<file path="src/rtl/scpu_port_pkg.sv">
// Shared constants and types for the SCPU external byte port.
// Defines default data width, queue depth, byte type and ext_in reset value.
package scpu_port_pkg;

    localparam int SCPU_WIDTH = 8;
    localparam int SCPU_DEPTH = 4;

    typedef logic [SCPU_WIDTH-1:0] byte_t;

    localparam byte_t EXT_IN_RST = '0;

endpackage

</file>
<file path="src/rtl/scpu_ext_port_if.sv">
// Byte I/O bundle between SCPU/host (master) and the external port (slave).
// Carries host input handshake, CPU ext_in/ext_out strobes, host output handshake, flags.
interface scpu_ext_port_if
    import scpu_port_pkg::*;
#(
    parameter int WIDTH = SCPU_WIDTH
) ();

    logic             host_in_valid;
    logic [WIDTH-1:0] host_in_data;
    logic             host_in_ready;
    logic [WIDTH-1:0] ext_in;
    logic             in_rd;
    logic             in_empty;
    logic [WIDTH-1:0] ext_out;
    logic             out_wr;
    logic             host_out_valid;
    logic [WIDTH-1:0] host_out_data;
    logic             host_out_ready;
    logic             in_underflow;
    logic             out_overflow;

    modport master (
        output host_in_valid, host_in_data, in_rd,
        output ext_out, out_wr, host_out_ready,
        input  host_in_ready, ext_in, in_empty,
        input  host_out_valid, host_out_data,
        input  in_underflow, out_overflow
    );

    modport slave (
        input  host_in_valid, host_in_data, in_rd,
        input  ext_out, out_wr, host_out_ready,
        output host_in_ready, ext_in, in_empty,
        output host_out_valid, host_out_data,
        output in_underflow, out_overflow
    );

endinterface

</file>
<file path="src/rtl/scpu_port_fifo.sv">
// Synchronous circular FIFO; caller qualifies i_push/i_pop against full/empty.
// Ports: clk, rst (async low), i_push, i_pop, i_din, o_full, o_empty, o_count, o_head.
module scpu_port_fifo
    import scpu_port_pkg::*;
#(
    parameter int WIDTH    = SCPU_WIDTH,
    parameter int DEPTH    = SCPU_DEPTH,
    parameter bit REG_HEAD = 1'b1,
    localparam int CNT_W   = $clog2(DEPTH) + 1,
    localparam int AW      = $clog2(DEPTH)
) (
    input  logic             clk,
    input  logic             rst,
    input  logic             i_push,
    input  logic             i_pop,
    input  logic [WIDTH-1:0] i_din,
    output logic             o_full,
    output logic             o_empty,
    output logic [CNT_W-1:0] o_count,
    output logic [WIDTH-1:0] o_head
);

    logic [WIDTH-1:0] r_mem [DEPTH];
    logic [AW-1:0]    r_wr;
    logic [AW-1:0]    r_rd;
    logic [CNT_W-1:0] r_count;

    always_ff @(posedge clk) begin
        if (i_push) begin
            r_mem[r_wr] <= i_din;
        end
    end

    always_ff @(posedge clk or negedge rst) begin
        if (!rst) begin
            r_wr    <= '0;
            r_rd    <= '0;
            r_count <= '0;
        end else begin
            if (i_push) begin
                r_wr <= r_wr + AW'(1);
            end
            if (i_pop) begin
                r_rd <= r_rd + AW'(1);
            end
            r_count <= r_count + CNT_W'(i_push) - CNT_W'(i_pop);
        end
    end

    assign o_full  = (r_count == CNT_W'(DEPTH));
    assign o_empty = (r_count == '0);
    assign o_count = r_count;

    generate
        if (REG_HEAD) begin : g_reg_head
            // Head lags the queue by one edge and keeps the last value once empty.
            logic [WIDTH-1:0] r_head;
            always_ff @(posedge clk or negedge rst) begin
                if (!rst) begin
                    r_head <= WIDTH'(EXT_IN_RST);
                end else if (r_count != '0) begin
                    r_head <= r_mem[r_rd];
                end
            end
            assign o_head = r_head;
        end else begin : g_comb_head
            assign o_head = o_empty ? '0 : r_mem[r_rd];
        end
    endgenerate

endmodule

</file>
<file path="src/rtl/scpu_ext_port.sv">
// External-side SCPU byte port: host->ext_in queue and ext_out->host capture queue.
// Ports: clk, rst (async low), bus (scpu_ext_port_if.slave). Option: SCPU_PORT_CHANGE_CAPTURE_EN.
module scpu_ext_port
    import scpu_port_pkg::*;
#(
    parameter int WIDTH  = SCPU_WIDTH,
    parameter int DEPTH  = SCPU_DEPTH,
    localparam int CNT_W = $clog2(DEPTH) + 1
) (
    input  logic           clk,
    input  logic           rst,
    scpu_ext_port_if.slave bus
);

    logic             w_in_full;
    logic             w_in_empty;
    logic [CNT_W-1:0] w_in_cnt;
    logic             w_in_push;
    logic             w_in_pop;

    logic             w_out_full;
    logic             w_out_empty;
    logic [CNT_W-1:0] w_out_cnt;
    logic             w_out_push;
    logic             w_out_pop;
    logic             w_trig;

    logic             r_underflow;
    logic             r_overflow;

    // Input side: a same-cycle pop never makes room for a push.
    assign w_in_push = bus.host_in_valid && !w_in_full;
    assign w_in_pop  = bus.in_rd && !w_in_empty;

    scpu_port_fifo #(
        .WIDTH    (WIDTH),
        .DEPTH    (DEPTH),
        .REG_HEAD (1'b1)
    ) u_in_q (
        .clk     (clk),
        .rst     (rst),
        .i_push  (w_in_push),
        .i_pop   (w_in_pop),
        .i_din   (bus.host_in_data),
        .o_full  (w_in_full),
        .o_empty (w_in_empty),
        .o_count (w_in_cnt),
        .o_head  (bus.ext_in)
    );

    assign bus.host_in_ready = (w_in_cnt != CNT_W'(DEPTH));
    assign bus.in_empty      = w_in_empty;

`ifdef SCPU_PORT_CHANGE_CAPTURE_EN
    logic [WIDTH-1:0] r_prev;

    always_ff @(posedge clk or negedge rst) begin
        if (!rst) begin
            r_prev <= '0;
        end else begin
            r_prev <= bus.ext_out;
        end
    end

    assign w_trig = bus.out_wr || (bus.ext_out != r_prev);
`else
    assign w_trig = bus.out_wr;
`endif

    // Output side: a host pop in the same cycle frees the slot for the capture.
    assign w_out_pop  = bus.host_out_ready && !w_out_empty;
    assign w_out_push = w_trig && (!w_out_full || w_out_pop);

    scpu_port_fifo #(
        .WIDTH    (WIDTH),
        .DEPTH    (DEPTH),
        .REG_HEAD (1'b0)
    ) u_out_q (
        .clk     (clk),
        .rst     (rst),
        .i_push  (w_out_push),
        .i_pop   (w_out_pop),
        .i_din   (bus.ext_out),
        .o_full  (w_out_full),
        .o_empty (w_out_empty),
        .o_count (w_out_cnt),
        .o_head  (bus.host_out_data)
    );

    assign bus.host_out_valid = (w_out_cnt != '0);

    always_ff @(posedge clk or negedge rst) begin
        if (!rst) begin
            r_underflow <= 1'b0;
            r_overflow  <= 1'b0;
        end else begin
            if (bus.in_rd && w_in_empty) begin
                r_underflow <= 1'b1;
            end
            if (w_trig && !w_out_push) begin
                r_overflow <= 1'b1;
            end
        end
    end

    assign bus.in_underflow = r_underflow;
    assign bus.out_overflow = r_overflow;

endmodule

</file>
<file path="src/flat_wrapper.sv">
// flat-port wrapper written by rule: the top's interface ports become plain ports
module scpu_ext_port_flat import scpu_port_pkg::*;
#(
    parameter int WIDTH  = SCPU_WIDTH,
    parameter int DEPTH  = SCPU_DEPTH,
    localparam int CNT_W = $clog2(DEPTH) + 1
)
  (clk, rst, bus_host_in_valid, bus_host_in_data, bus_in_rd, bus_ext_out, bus_out_wr, bus_host_out_ready, bus_host_in_ready, bus_ext_in, bus_in_empty, bus_host_out_valid, bus_host_out_data, bus_in_underflow, bus_out_overflow);
  scpu_ext_port_if #(.WIDTH(WIDTH)) bus_i ();
  input  logic clk;
  input  logic rst;
  input wire logic [$bits(bus_i.host_in_valid)-1:0] bus_host_in_valid;
  input wire logic [$bits(bus_i.host_in_data)-1:0] bus_host_in_data;
  input wire logic [$bits(bus_i.in_rd)-1:0] bus_in_rd;
  input wire logic [$bits(bus_i.ext_out)-1:0] bus_ext_out;
  input wire logic [$bits(bus_i.out_wr)-1:0] bus_out_wr;
  input wire logic [$bits(bus_i.host_out_ready)-1:0] bus_host_out_ready;
  output wire logic [$bits(bus_i.host_in_ready)-1:0] bus_host_in_ready;
  output wire logic [$bits(bus_i.ext_in)-1:0] bus_ext_in;
  output wire logic [$bits(bus_i.in_empty)-1:0] bus_in_empty;
  output wire logic [$bits(bus_i.host_out_valid)-1:0] bus_host_out_valid;
  output wire logic [$bits(bus_i.host_out_data)-1:0] bus_host_out_data;
  output wire logic [$bits(bus_i.in_underflow)-1:0] bus_in_underflow;
  output wire logic [$bits(bus_i.out_overflow)-1:0] bus_out_overflow;
  assign bus_i.host_in_valid = bus_host_in_valid;
  assign bus_i.host_in_data = bus_host_in_data;
  assign bus_i.in_rd = bus_in_rd;
  assign bus_i.ext_out = bus_ext_out;
  assign bus_i.out_wr = bus_out_wr;
  assign bus_i.host_out_ready = bus_host_out_ready;
  assign bus_host_in_ready = bus_i.host_in_ready;
  assign bus_ext_in = bus_i.ext_in;
  assign bus_in_empty = bus_i.in_empty;
  assign bus_host_out_valid = bus_i.host_out_valid;
  assign bus_host_out_data = bus_i.host_out_data;
  assign bus_in_underflow = bus_i.in_underflow;
  assign bus_out_overflow = bus_i.out_overflow;
  scpu_ext_port #(.WIDTH(WIDTH), .DEPTH(DEPTH)) u_core (.clk(clk), .rst(rst), .bus(bus_i));
endmodule
</file>
<file path="config.mk">
export PLATFORM = sky130hd
export DESIGN_NAME = scpu_ext_port_flat
export DESIGN_NICKNAME = d
export VERILOG_FILES = /design/src/rtl/scpu_port_pkg.sv /design/src/rtl/scpu_ext_port_if.sv /design/src/rtl/scpu_port_fifo.sv /design/src/rtl/scpu_ext_port.sv /design/src/flat_wrapper.sv
export SDC_FILE = /design/constraint.sdc
export NUM_CORES = 1
export LEC_CHECK = 0
export ABC_CLOCK_PERIOD_IN_PS = 4050
export BUFFER_PORTS_ARGS = -buffer_cell sky130_fd_sc_hd__clkbuf_2
export CORE_AREA = 2 2 76 114
export DETAILED_ROUTE_END_ITERATION = 16
export DIE_AREA = 0 0 78 116
export GPL_ROUTABILITY_DRIVEN = 1
export HOLD_SLACK_MARGIN = 0.02
export SYNTH_ARGS = -nofsm -noshare
export SYNTH_HDL_FRONTEND = slang
export SYNTH_SLANG_ARGS = --single-unit
</file>
<file path="constraint.sdc">
create_clock -name clk -period 4.05 [get_ports clk]
set_input_delay 0.405 -clock clk [delete_from_list [all_inputs] [get_ports clk]]
set_output_delay 0.405 -clock clk [all_outputs]
set_load 0.03 [all_outputs]
</file>
After elaboration in Yosys (flattened, before gate mapping)

Memory sizes are Yosys's and may differ from the RTL's. A register that Yosys moved wholly into a read port is not among the register bits.
Cells that the tools add are included.

Memories kept: 2
Flip-flop bits (word level): 16
Input bits: 22
RAM bits: 64

Memories:

| memory               | depth | bits a word | read ports | clocked after memory_dff | write ports | RTL line             | text |
|---|---|---|---|---|---|---|---|
| u_core.u_in_q.r_mem  | 4     | 8           | 1          | 1                        | 1           | scpu_port_fifo.sv:23 | `logic [WIDTH-1:0] r_mem [DEPTH];` |
| u_core.u_out_q.r_mem | 4     | 8           | 1          | 0                        | 1           | scpu_port_fifo.sv:23 |  |

Equal/unequal tests: 3
Muxes and demuxes: 5
Reduce and logical (&&, ||, !) cells: 17
Add/subtract/negate cells: 8

Operators with widths:

| operator            | number |
|---|---|
| $add 2x1->2 const B | 4 |
| $mux 8              | 1 |
| $add 3x1->3         | 2 |
| $eq 3x3->1 const B  | 2 |
| $logic_and 1x1->1   | 6 |
| $logic_not 1->1     | 6 |
| $logic_not 3->1     | 2 |
| $reduce_bool 3->1   | 2 |
| $sub 3x1->3         | 2 |
| $mux 1              | 4 |
| $ne 3x3->1 const B  | 1 |
| $logic_or 1x1->1    | 1 |

Longest topological paths before layout

Depth after elaboration: 7
Gate-level depth with buffers: 9
Gate-level depth less buffers: 9

Modules after synthesis

From an unflattened synthesis, not the netlist that was laid out.

Cell total of the unflattened synthesis: 190
Area total of the unflattened synthesis: 3562.2 µm²

Modules (own cells, without submodules):

| module                          | cells each | instances | area each (µm²) |
|---|---|---|---|
| scpu_port_fifo (u_core.u_in_q)  | 92         | 1         | 1843.0 |
| scpu_port_fifo (u_core.u_out_q) | 86         | 1         | 1601.5 |
| scpu_ext_port                   | 12         | 1         | 117.6 |

Least setup slack after synthesis

Ideal clock, no wire load.

Path kind: register to register
Start point: register u_core.u_out_q.r_count[1], in the netlist u_core.u_out_q.o_count[1]
End point: register u_core.u_out_q.r_count[2], in the netlist u_core.u_out_q.o_count[2]
Setup slack: 1.858 ns
Stages on the path, launching flop included: 10
Arrival time: 2.069 ns
Period minus slack after synthesis: 2.192 ns
Setup time: 0.123 ns
Data required time: 3.927 ns
Path through: dfrtp_1 -> or3_1 -> and2_1 -> ha_1 -> inv_1 -> ha_1 -> inv_1 -> fa_1 -> xnor2_1 -> xnor2_1

Cells in the longest elaborated chain, start to end: 7

Ends and longest elaborated chain:

| what                           | RTL line             | text |
|---|---|---|
| start, declared                | scpu_port_fifo.sv:26 | `logic [CNT_W-1:0] r_count;` |
| start signal, assigned         | scpu_port_fifo.sv:46 | `r_count <= r_count + CNT_W'(i_push) - CNT_W'(i_pop);` |
| $logic_not 3->1 *              | scpu_port_fifo.sv:51 | `assign o_empty = (r_count == '0);` |
| $logic_not 1->1 *              | scpu_ext_port.sv:71  | `assign w_out_pop = bus.host_out_ready && !w_out_empty;` |
| $logic_and 1x1->1 *            | scpu_ext_port.sv:71  |  |
| named net u_core.u_out_q.i_pop | scpu_port_fifo.sv:15 | `input logic i_pop,` |
| $logic_or 1x1->1               | scpu_ext_port.sv:72  | `assign w_out_push = w_trig && (!w_out_full \|\| w_out_pop);` |
| $logic_and 1x1->1              | scpu_ext_port.sv:72  |  |
| $add 3x1->3                    | scpu_port_fifo.sv:46 |  |
| $sub 3x1->3 *                  | scpu_port_fifo.sv:46 |  |

The timed path passes the listed nets; every way through them passes the cells marked *.
A chain may end at the register's enable or synchronous reset.

Final worst setup path

Same ends and word-level chain as after synthesis.

==> flow_summary.yaml <==
pwr:
  powerDensity_nw_per_um2: 817
  power_leakage_nw: 1.60
  irDropWorstVdd_uv: 376
  power_mw: 3.41
drt:
  first_pass_iters: 4
  wl_per_cell_um: 16.6
  drc_errors: 0
  drtAntennaViolNets: 0
  vias_per_cell: 4.92
  drtIter0Drc: 93
  vias: 1688
  finalWirelength_um: 5710
sta:
  slew_headroom: 0.548
  worst_slack_ns: 1.56
  max_clock_freq_mhz: 401
  min_period_ns: 2.49
  fin_crit_sh: 0.616
  worstMarginPinSlew_ns: 0.678
  slew_viol_final: 0
  tns_ns: 0
  hold_violations: 0
  setup_viol: 0
  hold_ws_ns: 0.0908
  rsz0062_at_grt: "no"
  fin_skew_ns: 0.00659
synth:
  synth-edff-count: 64
  synth.distinct_cells: 23
  ys_warn_count: 0
  synth_area_per_cell_sq_um: 19.1
  synth_seq_cells: 88
  synth_area_sq_um: 3550
  syn_nets: 222
  syn_inst: 186
  async_flop_share: 0.273
  ys_seq_area_frac: 0.710
  synth_flop_cell: "edfxtp_1"
grt:
  grt_pass1_wl_um: 9160
  track_usage: 0.144
  grt_remaining_overflow: 0
  grt_max_degree: 25
  grt_pass1_vias: 1810
  antenna_found_initial: 0
die:
  start_util: 0.444
  design.die.area_sq_um: 9050
  die_h_um: 116
  die-width_um: 78
  core_sq_um: 8010
  num_rows: 40
  io_pins: 43
finish:
  final_cell_mix: "64 x edfxtp_1, 42 x clkbuf_2, 24 x dfrtp_1, 17 x and2_1, 16 x mux4_2"
  syn2layout_area_growth_pct: 17.5
  finalNetCount: 269
  instances_no_fill: 343
  n_antenna_cell: 0
  final_core_utilization: 0.521
  layout-drive-gt1-share: 0.357
  final_common_cell: "edfxtp_1"
  design_area_sq_um: 4170
clocking:
  hold_buffers: 0
  clockBufferDepth: 2
  clk_latency_ns: 0.34
  post_cts_resized: 0
  htree_levels: 3
  clock_sinks: 88
  cts.clk_slew.worst_paths_ns: 0.06
  root_buffer: "clkbuf_16"
  cts_buffers: 9
  cts_tree: "built"
  postCtsSetupBuffers: 0
critical_path:
  cp.arrival_ns: 2.75
  reg2regPathDepth: 9
  regToRegSetupSlack_ns: 1.56
  end_kind: "register"
  r2r-start: "u_core.u_out_q.o_count[1]$_DFF_PN0_"
  rr_endpoint: "u_core.u_out_q.o_count[2]$_DFF_PN0_"
  cp-start-kind: "register"
  worstSetupPathType: "register to register"
  required_ns: 4.31
  cp_max_fo: 11
worst_hold_path:
  hold_class: "input port to async pin"
place:
  dpl.cell_count: 327
  portBuffers: 42
  dp_hpwl_um: 3920
  gp_congestion: 0.659
  post-place-ws_ns: 1.53
  placed_cell_area_sq_um: 3860
run_status:
  status: "completed"
run:
  drv_cap: 0
## routing by layer
| layer | wire, um | vias up | global-route usage |
|---|---|---|---|
| li1 | - | 782 | - |
| met1 | 2200 | 850 | 0.152 |
| met2 | 3130 | 45 | 0.260 |
| met3 | 208 | 11 | 0.0257 |
| met4 | 169 | 0 | 0.0947 |
| met5 | 0 | - | 0 |
## cell type report
type                    count  area, sq um
multi-input cells          79          942
well taps                 105          131
fillers                   692         3830
repair buffers             43          218
clock inverters             5         82.6
flip-flops and latches     88         2520
inverters                  12         45.0
clock buffers              11          233
## critical path, stage by stage (launching register included)
cell and delay, ns:
dfrtp_1 0.43, or3_1 0.52, and2_1 0.25, ha_1 0.29
inv_1 0.06, ha_1 0.13, inv_1 0.05, fa_1 0.37
xnor2_1 0.18, xnor2_1 0.13
## kinds of logic after synthesis
logic type,Yosys count,synth area share
muxes,26,0.133
xor gates and xnor gates,10,0.0246
AOI/OAI and AO/OA,3,0.00739
adders and majority gates,14,0.0535
and+or+nand+nor,26,0.0465
DFF,88,0.710
buffers and inverters,19,0.0250
## cell usage after synthesis (2+ instances only)
library cell / instances / area, sq um
xor2_1: 2 / 17.5
xnor2_1: 8 / 70.1
and2_1: 17 / 106
mux4_2: 16 / 360
ha_1: 12 / 150
fa_1: 2 / 40.0
mux2_2: 10 / 113
dfrtp_1: 24 / 601
buf_6: 2 / 22.5
nor2b_1: 2 / 12.5
edfxtp_1: 64 / 1920
clkbuf_1: 3 / 11.3
a21o_1: 2 / 15.0
inv_1: 12 / 45.0
buf_2: 2 / 10.0
## report_power, final
group	leakage [nW]	internal [mW]	switching (mW)
clock	0.154	0.543	0.330
combinational	0.584	0.498	0.602
sequential	0.863	1.24	0.196
total	1.60	2.28	1.13
## sequential cells by signal, indices dropped and copies added, names as in the netlist
name                     cells
u_core.bus.in_underflow      1
u_core.bus.out_overflow      1
u_core.u_in_q.o_count        3
u_core.u_in_q.o_head         8
u_core.u_in_q.r_mem         32
u_core.u_in_q.r_rd           2
u_core.u_in_q.r_wr           2
u_core.u_out_q.o_count       3
u_core.u_out_q.r_mem        32
u_core.u_out_q.r_rd          2
u_core.u_out_q.r_wr          2
## worst max-delay path by stage
| stage | slack, ns | startpoint | end |
|---|---|---|---|
| after detailed placement | 1.53 | u_core.u_out_q.o_count[1]$_DFF_PN0_ | u_core.u_out_q.o_count[2]$_DFF_PN0_ |
| after global placement | 1.61 | u_core.u_out_q.o_count[1]$_DFF_PN0_ | u_core.u_out_q.o_count[2]$_DFF_PN0_ |
| after floorplan | 1.86 | u_core.u_out_q.o_count[1]$_DFF_PN0_ | u_core.u_out_q.o_count[2]$_DFF_PN0_ |
| after global routing | 1.35 | u_core.u_out_q.o_count[1]$_DFF_PN0_ | u_core.u_out_q.o_count[2]$_DFF_PN0_ |
| after CTS | 1.51 | u_core.u_out_q.o_count[1]$_DFF_PN0_ | u_core.u_out_q.o_count[2]$_DFF_PN0_ |
| final | 1.56 | u_core.u_out_q.o_count[1]$_DFF_PN0_ | u_core.u_out_q.o_count[2]$_DFF_PN0_ |
(Power assumes the default switching activity.)
